--- config.mk ---
export PLATFORM = sky130hd
export DESIGN_NAME = fb_sdram_scheduler
export DESIGN_NICKNAME = d
export VERILOG_FILES = /design/src/rtl/fb_sdram_scheduler.sv
export SDC_FILE = /design/constraint.sdc
export NUM_CORES = 1
export LEC_CHECK = 0
export CAP_MARGIN = 20
export CORE_UTILIZATION = 55
export CTS_CLUSTER_SIZE = 8
export DETAILED_ROUTE_END_ITERATION = 10
export PLACE_DENSITY = 0.8
export SYNTH_ARGS = -nofsm -noshare
export SYNTH_HDL_FRONTEND = slang
export SYNTH_SLANG_ARGS = --single-unit
--- constraint.sdc ---
create_clock -name clk_i -period 3.75 [get_ports clk_i]
set_clock_uncertainty 0.1 [all_clocks]
set_input_delay 0.75 -clock clk_i [delete_from_list [all_inputs] [get_ports clk_i]]
set_output_delay 0.75 -clock clk_i [all_outputs]
set_load 0.01 [all_outputs]
--- src/rtl/fb_sdram_scheduler.sv ---
// Frame-buffer SDRAM port scheduler: one fixed burst at a time, read underflow priority (FB_DOUBLE_BUFFER_EN adds ping-pong banks).
// Latency: cmd_valid 1 cycle after the IDLE decision; at least 1 idle cycle between burst_done and the next command.
// Backpressure: command held stable while cmd_ready is low; no new selection until burst_done.
module fb_sdram_scheduler #(
  parameter int unsigned ADDR_W      = 22,
  parameter int unsigned LVL_W       = 10,
  parameter int unsigned BURST_LEN   = 256,
  parameter int unsigned FIFO_DEPTH  = 512,
  parameter int unsigned FRAME_WORDS = 307200,
  parameter int unsigned RD_URGENT   = 128,
  parameter int unsigned BANK1_BASE  = 524288
) (
  input  logic              clk_i,
  input  logic              rst_ni,
  input  logic [LVL_W-1:0]  wr_fifo_level,
  input  logic [LVL_W-1:0]  rd_fifo_level,
  input  logic              cam_frame_start,
  input  logic              vga_frame_start,
  output logic              cmd_valid,
  input  logic              cmd_ready,
  output logic              cmd_write,
  output logic [ADDR_W-1:0] cmd_addr,
  input  logic              burst_done,
  output logic              busy,
  output logic              frame_drop
);

  localparam logic [LVL_W-1:0]  RD_ELIG_MAX = LVL_W'(FIFO_DEPTH - BURST_LEN);
  localparam logic [LVL_W-1:0]  WR_ELIG_MIN = LVL_W'(BURST_LEN);
  localparam logic [LVL_W-1:0]  RD_URG_LVL  = LVL_W'(RD_URGENT);
  localparam logic [ADDR_W-1:0] BURST_STEP  = ADDR_W'(BURST_LEN);
  localparam logic [ADDR_W-1:0] FRAME_END   = ADDR_W'(FRAME_WORDS);

  // Pointer wrap compares for equality, so a frame must hold whole bursts.
  if ((FRAME_WORDS % BURST_LEN) != 0) begin : g_frame_multiple
    $error("FRAME_WORDS must be an exact multiple of BURST_LEN");
  end
  if (BANK1_BASE < FRAME_WORDS) begin : g_bank_overlap
    $error("BANK1_BASE must not overlap the first frame buffer");
  end

  typedef enum logic [1:0] {IDLE, ISSUE, WAIT_DONE} state_t;

  state_t            state_q, state_d;
  logic [ADDR_W-1:0] wr_ptr_q, rd_ptr_q;
  logic [ADDR_W-1:0] wr_base, rd_base, wr_nxt, rd_nxt, wr_addr, rd_addr;
  logic              wr_realign_q, rd_realign_q, rr_last_q;
  logic              rd_eligible, wr_eligible, rd_urgent, wr_wrap, rd_wrap;
  logic              pick_vld, pick_write;

  // A pending realign takes effect before selection in the same IDLE cycle.
  assign wr_base = wr_realign_q ? '0 : wr_ptr_q;
  assign rd_base = rd_realign_q ? '0 : rd_ptr_q;

  assign rd_eligible = rd_fifo_level <= RD_ELIG_MAX;
  assign wr_eligible = wr_fifo_level >= WR_ELIG_MIN;
  assign rd_urgent   = rd_fifo_level <  RD_URG_LVL;

  assign wr_wrap = (wr_ptr_q + BURST_STEP) == FRAME_END;
  assign rd_wrap = (rd_ptr_q + BURST_STEP) == FRAME_END;
  assign wr_nxt  = wr_wrap ? '0 : wr_ptr_q + BURST_STEP;
  assign rd_nxt  = rd_wrap ? '0 : rd_ptr_q + BURST_STEP;

`ifdef FB_DOUBLE_BUFFER_EN
  localparam logic [ADDR_W-1:0] BANK1_OFS = ADDR_W'(BANK1_BASE);

  logic wr_bank_q, rd_bank_q, rd_bank_eff;

  // Bank only toggles on wrap, so the opposite bank is always the last completed frame.
  assign rd_bank_eff = rd_realign_q ? ~wr_bank_q : rd_bank_q;
  assign wr_addr     = (wr_bank_q   ? BANK1_OFS : '0) + wr_base;
  assign rd_addr     = (rd_bank_eff ? BANK1_OFS : '0) + rd_base;

  always_ff @(posedge clk_i or negedge rst_ni) begin
    if (!rst_ni) begin
      wr_bank_q <= 1'b0;
      rd_bank_q <= 1'b1;
    end else begin
      if (state_q == IDLE && rd_realign_q) rd_bank_q <= ~wr_bank_q;
      if (state_q == WAIT_DONE && burst_done && cmd_write && wr_wrap) wr_bank_q <= ~wr_bank_q;
    end
  end
`else
  assign wr_addr = wr_base;
  assign rd_addr = rd_base;
`endif

  always_ff @(posedge clk_i or negedge rst_ni) begin
    if (!rst_ni) state_q <= IDLE;
    else         state_q <= state_d;
  end

  always_comb begin
    state_d    = state_q;
    pick_vld   = 1'b0;
    pick_write = 1'b0;
    cmd_valid  = 1'b0;
    busy       = 1'b1;
    case (state_q)
      IDLE: begin
        busy = 1'b0;
        if (rd_urgent && rd_eligible) begin
          pick_vld   = 1'b1;
          pick_write = 1'b0;
        end else if (rd_eligible && wr_eligible) begin
          pick_vld   = 1'b1;
          pick_write = ~rr_last_q;
        end else if (wr_eligible || rd_eligible) begin
          pick_vld   = 1'b1;
          pick_write = wr_eligible;
        end
        if (pick_vld) state_d = ISSUE;
      end
      ISSUE: begin
        cmd_valid = 1'b1;
        if (cmd_ready) state_d = WAIT_DONE;
      end
      WAIT_DONE: begin
        if (burst_done) state_d = IDLE;
      end
      default: state_d = IDLE;
    endcase
  end

  always_ff @(posedge clk_i or negedge rst_ni) begin
    if (!rst_ni) begin
      wr_ptr_q     <= '0;
      rd_ptr_q     <= '0;
      wr_realign_q <= 1'b0;
      rd_realign_q <= 1'b0;
      rr_last_q    <= 1'b0;
      cmd_write    <= 1'b0;
      cmd_addr     <= '0;
      frame_drop   <= 1'b0;
    end else begin
      frame_drop   <= cam_frame_start && (wr_ptr_q != '0) && !wr_realign_q;
      wr_realign_q <= cam_frame_start || (wr_realign_q && state_q != IDLE);
      rd_realign_q <= vga_frame_start || (rd_realign_q && state_q != IDLE);
      if (state_q == IDLE) begin
        wr_ptr_q <= wr_base;
        rd_ptr_q <= rd_base;
        if (pick_vld) begin
          cmd_write <= pick_write;
          cmd_addr  <= pick_write ? wr_addr : rd_addr;
          rr_last_q <= pick_write;
        end
      end
      // A coincident frame start leaves its realign pending, so the zeroing wins next IDLE.
      if (state_q == WAIT_DONE && burst_done) begin
        if (cmd_write) wr_ptr_q <= wr_nxt;
        else           rd_ptr_q <= rd_nxt;
      end
    end
  end

endmodule

=== Yosys cells after proc, flatten, opt, wreduce, memory -nomap -nowiden ===
Cells that the tools add are included.

* Add/subtract/negate cells: 2
* Magnitude comparators: 3
* Equality and inequality tests: 7
* Multiplexer cells: 26
* Bitwise gates (word level): 1
* Reduce and logical (&&, ||, !) cells: 16

{| class="wikitable"
|+ Operators by type and width
! kind !! number
|-
| two-way mux 22 bit || 11
|-
| adder 22 x 9 -> 22 bit, second input constant || 2
|-
| == test 22 x 19 -> 1 bit, second input constant || 2
|-
| nonzero test 22 bit || 1
|-
| two-way mux 1 bit || 11
|-
| >= comparator 10 x 9 -> 1 bit, second input constant || 1
|-
| <= comparator 10 x 9 -> 1 bit, second input constant || 1
|-
| < comparator 10 x 8 -> 1 bit, second input constant || 1
|-
| logical AND 1 bit || 7
|-
| two-way mux 2 bit || 3
|-
| != test 2 bit, second input constant || 3
|-
| case mux 2 bit (3 select lines) || 1
|-
| logical OR 1 bit || 3
|-
| AND reduction 3 bit || 1
|-
| == test 2 x 1 -> 1 bit, second input constant || 1
|-
| == test 2 bit, second input constant || 1
|-
| zero test 2 bit || 1
|-
| AND reduction 2 bit || 1
|-
| nonzero test 2 bit || 1
|-
| zero test 1 bit || 1
|-
| inverter 1 bit || 1
|}

* Flip-flop bits (word level): 72
* Input bits: 26
* Output and inout bits: 26
* Logic and storage cells: 63

=== Logic depth before layout (Yosys ltp) ===
* Depth after elaboration: 8
* Mapped depth: 10
* Gate-level depth less buffers: 8

=== Worst setup path before layout ===
OpenSTA, ideal clock, no wires.

* Path kind: flip-flop to flip-flop
* From: register wr_ptr_q[8]
* To: register wr_ptr_q[18]
* Library setup time: 149 ps
* Arrival: 2360 ps
* Data required time: 3501 ps
* Slack: 1142 ps
* Stages on the path, launching flop included: 10
* Path buffers: 1
* Period minus slack after synthesis: 2608 ps
* Cell sequence: dfrtp_1 > ha_1 > clkbuf_1 > inv_1 > nor4_1 > nand4_1 > a2111oi_4 > nor2_2 > nand3_1 > o311ai_0

* Longest elaborated chain between the ends: 5

{| class="wikitable"
|+ RTL lines
! item !! line !! text
|-
| from (decl) || 45 || <nowiki>logic [ADDR_W-1:0] wr_ptr_q, rd_ptr_q;</nowiki>
|-
| from (signal assigned) || 140 || <nowiki>wr_ptr_q <= wr_base;</nowiki>
|-
| from (signal assigned) || 150 || <nowiki>if (cmd_write) wr_ptr_q <= wr_nxt;</nowiki>
|-
| adder 22 x 9 -> 22 bit * || 59, 61 ||
|-
| == test 22 x 19 -> 1 bit || 59 || <nowiki>assign wr_wrap = (wr_ptr_q + BURST_STEP) == FRAME_END;</nowiki>
|-
| two-way mux 22 bit * || 61 || <nowiki>assign wr_nxt = wr_wrap ? '0 : wr_ptr_q + BURST_STEP;</nowiki>
|-
| two-way mux 22 bit * || 150 ||
|-
| two-way mux 22 bit * || 149 || <nowiki>if (state_q == WAIT_DONE && burst_done) begin</nowiki>
|}

Mark *: on every way between the ends. The rest lies on a longest branch, timed or not.
A chain may end at the register's enable or synchronous reset.

=== Worst setup path in the final report ===
* From: register wr_ptr_q[8]
* To: register wr_ptr_q[4]

* Longest elaborated chain between the ends: 5

{| class="wikitable"
|+ RTL lines
! item !! line
|-
| adder 22 x 9 -> 22 bit || 59
|-
| == test 22 x 19 -> 1 bit || 59
|-
| two-way mux 22 bit || 61
|-
| two-way mux 22 bit || 150
|-
| two-way mux 22 bit || 149
|}

Every way passes these cells.

==> metrics.cfg <==
[status]
status = finished, violations left
violations = design-rule violations

[sta]
hold_viol = 0
setup_tns_ns = 0
final-max-slew-violation-count = 0
tightestPinTransition_ns = 1.04
fmax_mhz = 316
finalSetupViolCount = 0
finalCritPeriodShare_pct = 84.4
setup_slack_ns = 0.586
post-route-min-period_ns = 3.16
rsz0062_at_grt = false
slew_headroom_pct = 30.8

[setup_path]
worst_ep_required_time_ns = 3.89
endpoint_kind = flop
cp.arrival_ns = 3.31
path_buf_inv = 1
crit_path_max_fanout = 10
slowest_stage = nor4_1
startpoint_type = flop
critical-path-top-delay-family = simple AND/OR/NAND/NOR gates
crit_type = reg2reg
max_stage_delay_ns = 0.63
crit_chain = ha_1 > inv_1 > nor4_1 > nand4_1 > a2111oi_4 > nor2_2 > nor2_4 > nor2b_1

[finish]
n_antenna_cell = 0
drive_above_1_share_pct = 9.05
syn2layout_area_growth_pct = 18.3
fin_nets = 457

[yosys]
synth_most_common_cell = dfrtp_1
ys_async_sr_fraction_pct = 100
synth_top_cell_by_area = dfrtp_1
synth_edf_count = 0
postSynthAreaPerCell_um2 = 9.63
ys_seq_area_share_pct = 48.0
syn_inst = 390
yosysWarnings = 0
syn_nets = 421
ys.flop_type = dfrtp_1
ys_ff_latch = 72
netlist_area_um2 = 3760
synthTopCellsByCount = dfrtp_1 (72), inv_1 (37), nand2_1 (26)
synth_cell_types = 57
synth_top_area_share_pct = 48.0
synthTopCellsByArea = dfrtp_1 (48%), a222oi_1 (5.6%), inv_1 (3.7%)

[place]
gp_congestion = 0.874
port_buffers = 43
dp_slack_ns = 0.451
hpwl_mm = 6.34

[routing]
via_count = 3286
wire_per_inst_um = 17.7
wl_mm = 8.99
ant_nets = 0
viasPerCell = 6.47
drt_iter0_drc = 320
drc = 3
drt-pass1-iter-count = 9

[flow_run]
maxCapViolCount = 0

[grt]
grt_pass1_wl_mm = 15.2
grt-ovfl-total = 0
grt_use_total_pct = 27.1
grt_max_degree = 37
antenna_found_initial = 0
first_global_vias = 3108

[cts]
cts-root-buf = clkbuf_8
cts_htree_levels = 3
cts_tree = done
cts_buffers = 9
holdBufCountCts = 0
cts.repair.resized = 0
post-cts-setup-buffer-count = 0
clkTransAtPathRegs_ns = 0.09
clkSinkCount = 72
clockBufferDepth = 2
clk_latency_ns = 0.36

[power_and_ir_drop]
peakVddDrop_v = 0.000308
fin_total_pwr_w = 0.00207
p_per_area_nw_per_um2 = 466
p_leak_nw = 2.05

[min_path]
holdCritPathClass = in2async

[die]
die_w_um = 84.7
ios = 52
die-area_um2 = 7170
core_area_um2 = 6460
start_util_pct = 58.2
die_height_um = 84.7
rows = 29

-- layout by cell type, fill, tap and decap left out, types with 7 or more instances in the layout --
cell	count
clkdlybuf4s50_1	42
nor2_1	17
nand2_1	26
dfrtp_1	72
clkbuf_8	9
nand3_1	19
a21oi_1	12
or3_1	11
nor2b_1	16
buf_4	7
o21ai_0	25
a222oi_1	21
nor3_1	8
nand4_1	11
a31oi_1	7
inv_1	37
-- kinds of logic after synthesis --
logic type / count (synthesis) / synth area share (%)
simple gates: 148 / 22.5
xor+xnor: 6 / 1.40
buf+inv: 62 / 6.69
compound gates: 96 / 19.4
flops: 72 / 48.0
mux: 1 / 0.300
fa+ha+maj: 5 / 1.67
-- registers in the layout, indices dropped and copies added (netlist names) --
register,cells
cmd_addr,22
rd_ptr_q,22
wr_ptr_q,22
state_q,2
cmd_write,1
frame_drop,1
rd_realign_q,1
wr_realign_q,1
-- report_power, final --
| group | switching (W) | leakage, nW | internal (W) |
|---|---|---|---|
| clock | 0.000335 | 0.103 | 0.000320 |
| sequential | 0.0000711 | 0.992 | 0.000819 |
| combinational | 0.000340 | 0.954 | 0.000186 |
-- metal layers --
| metal | up-vias | share of wire (%) | global-route usage [%] | wire length, µm |
|---|---|---|---|---|
| li1 | 1516 | - | - | - |
| met1 | 1598 | 45 | 37.7 | 4060 |
| met2 | 156 | 47 | 41.8 | 4230 |
| met3 | 16 | 6.1 | 5.70 | 552 |
| met4 | 0 | 1.6 | 10.9 | 146 |
| met5 | - | 0 | 0 | 0 |
-- per-stage QoR --
stage	area (µm²)	hold slack, ns	utilization (%)	std cells
floorplan	3760	0.354	-	390
global route	4450	0.230	68.8	508
detailed placement	4230	0.369	65.5	491
global placement	4230	0.361	65.5	491
CTS	4440	0.210	68.7	507
finish	4450	0.216	68.8	508
-- path summary, 6_finish.rpt --
kind                                   start      endpoint  slack (ns)  depth (start not counted)
min in group clk_i              cmd_addr[19]  cmd_addr[19]        0.38                          2
worst max-delay path             wr_ptr_q[8]   wr_ptr_q[4]        0.59                          8
worst max register to register   wr_ptr_q[8]   wr_ptr_q[4]        0.59                          8
worst min register to register  cmd_addr[19]  cmd_addr[19]        0.38                          2
worst min-delay path                  rst_ni  rd_ptr_q[18]        0.22                          1
max in group asynchronous             rst_ni   wr_ptr_q[5]        2.54                          2
-- area by class of cell --
cell class	instances	area, µm²
fillers	512	2010
flip-flops and latches	72	1800
multi-input cells	256	1720
repair buffers	50	478
inverters	37	139
clock buffers	9	124
well taps	77	96.3
clock inverters	7	83.8
Power figures use the tool's default switching activity.
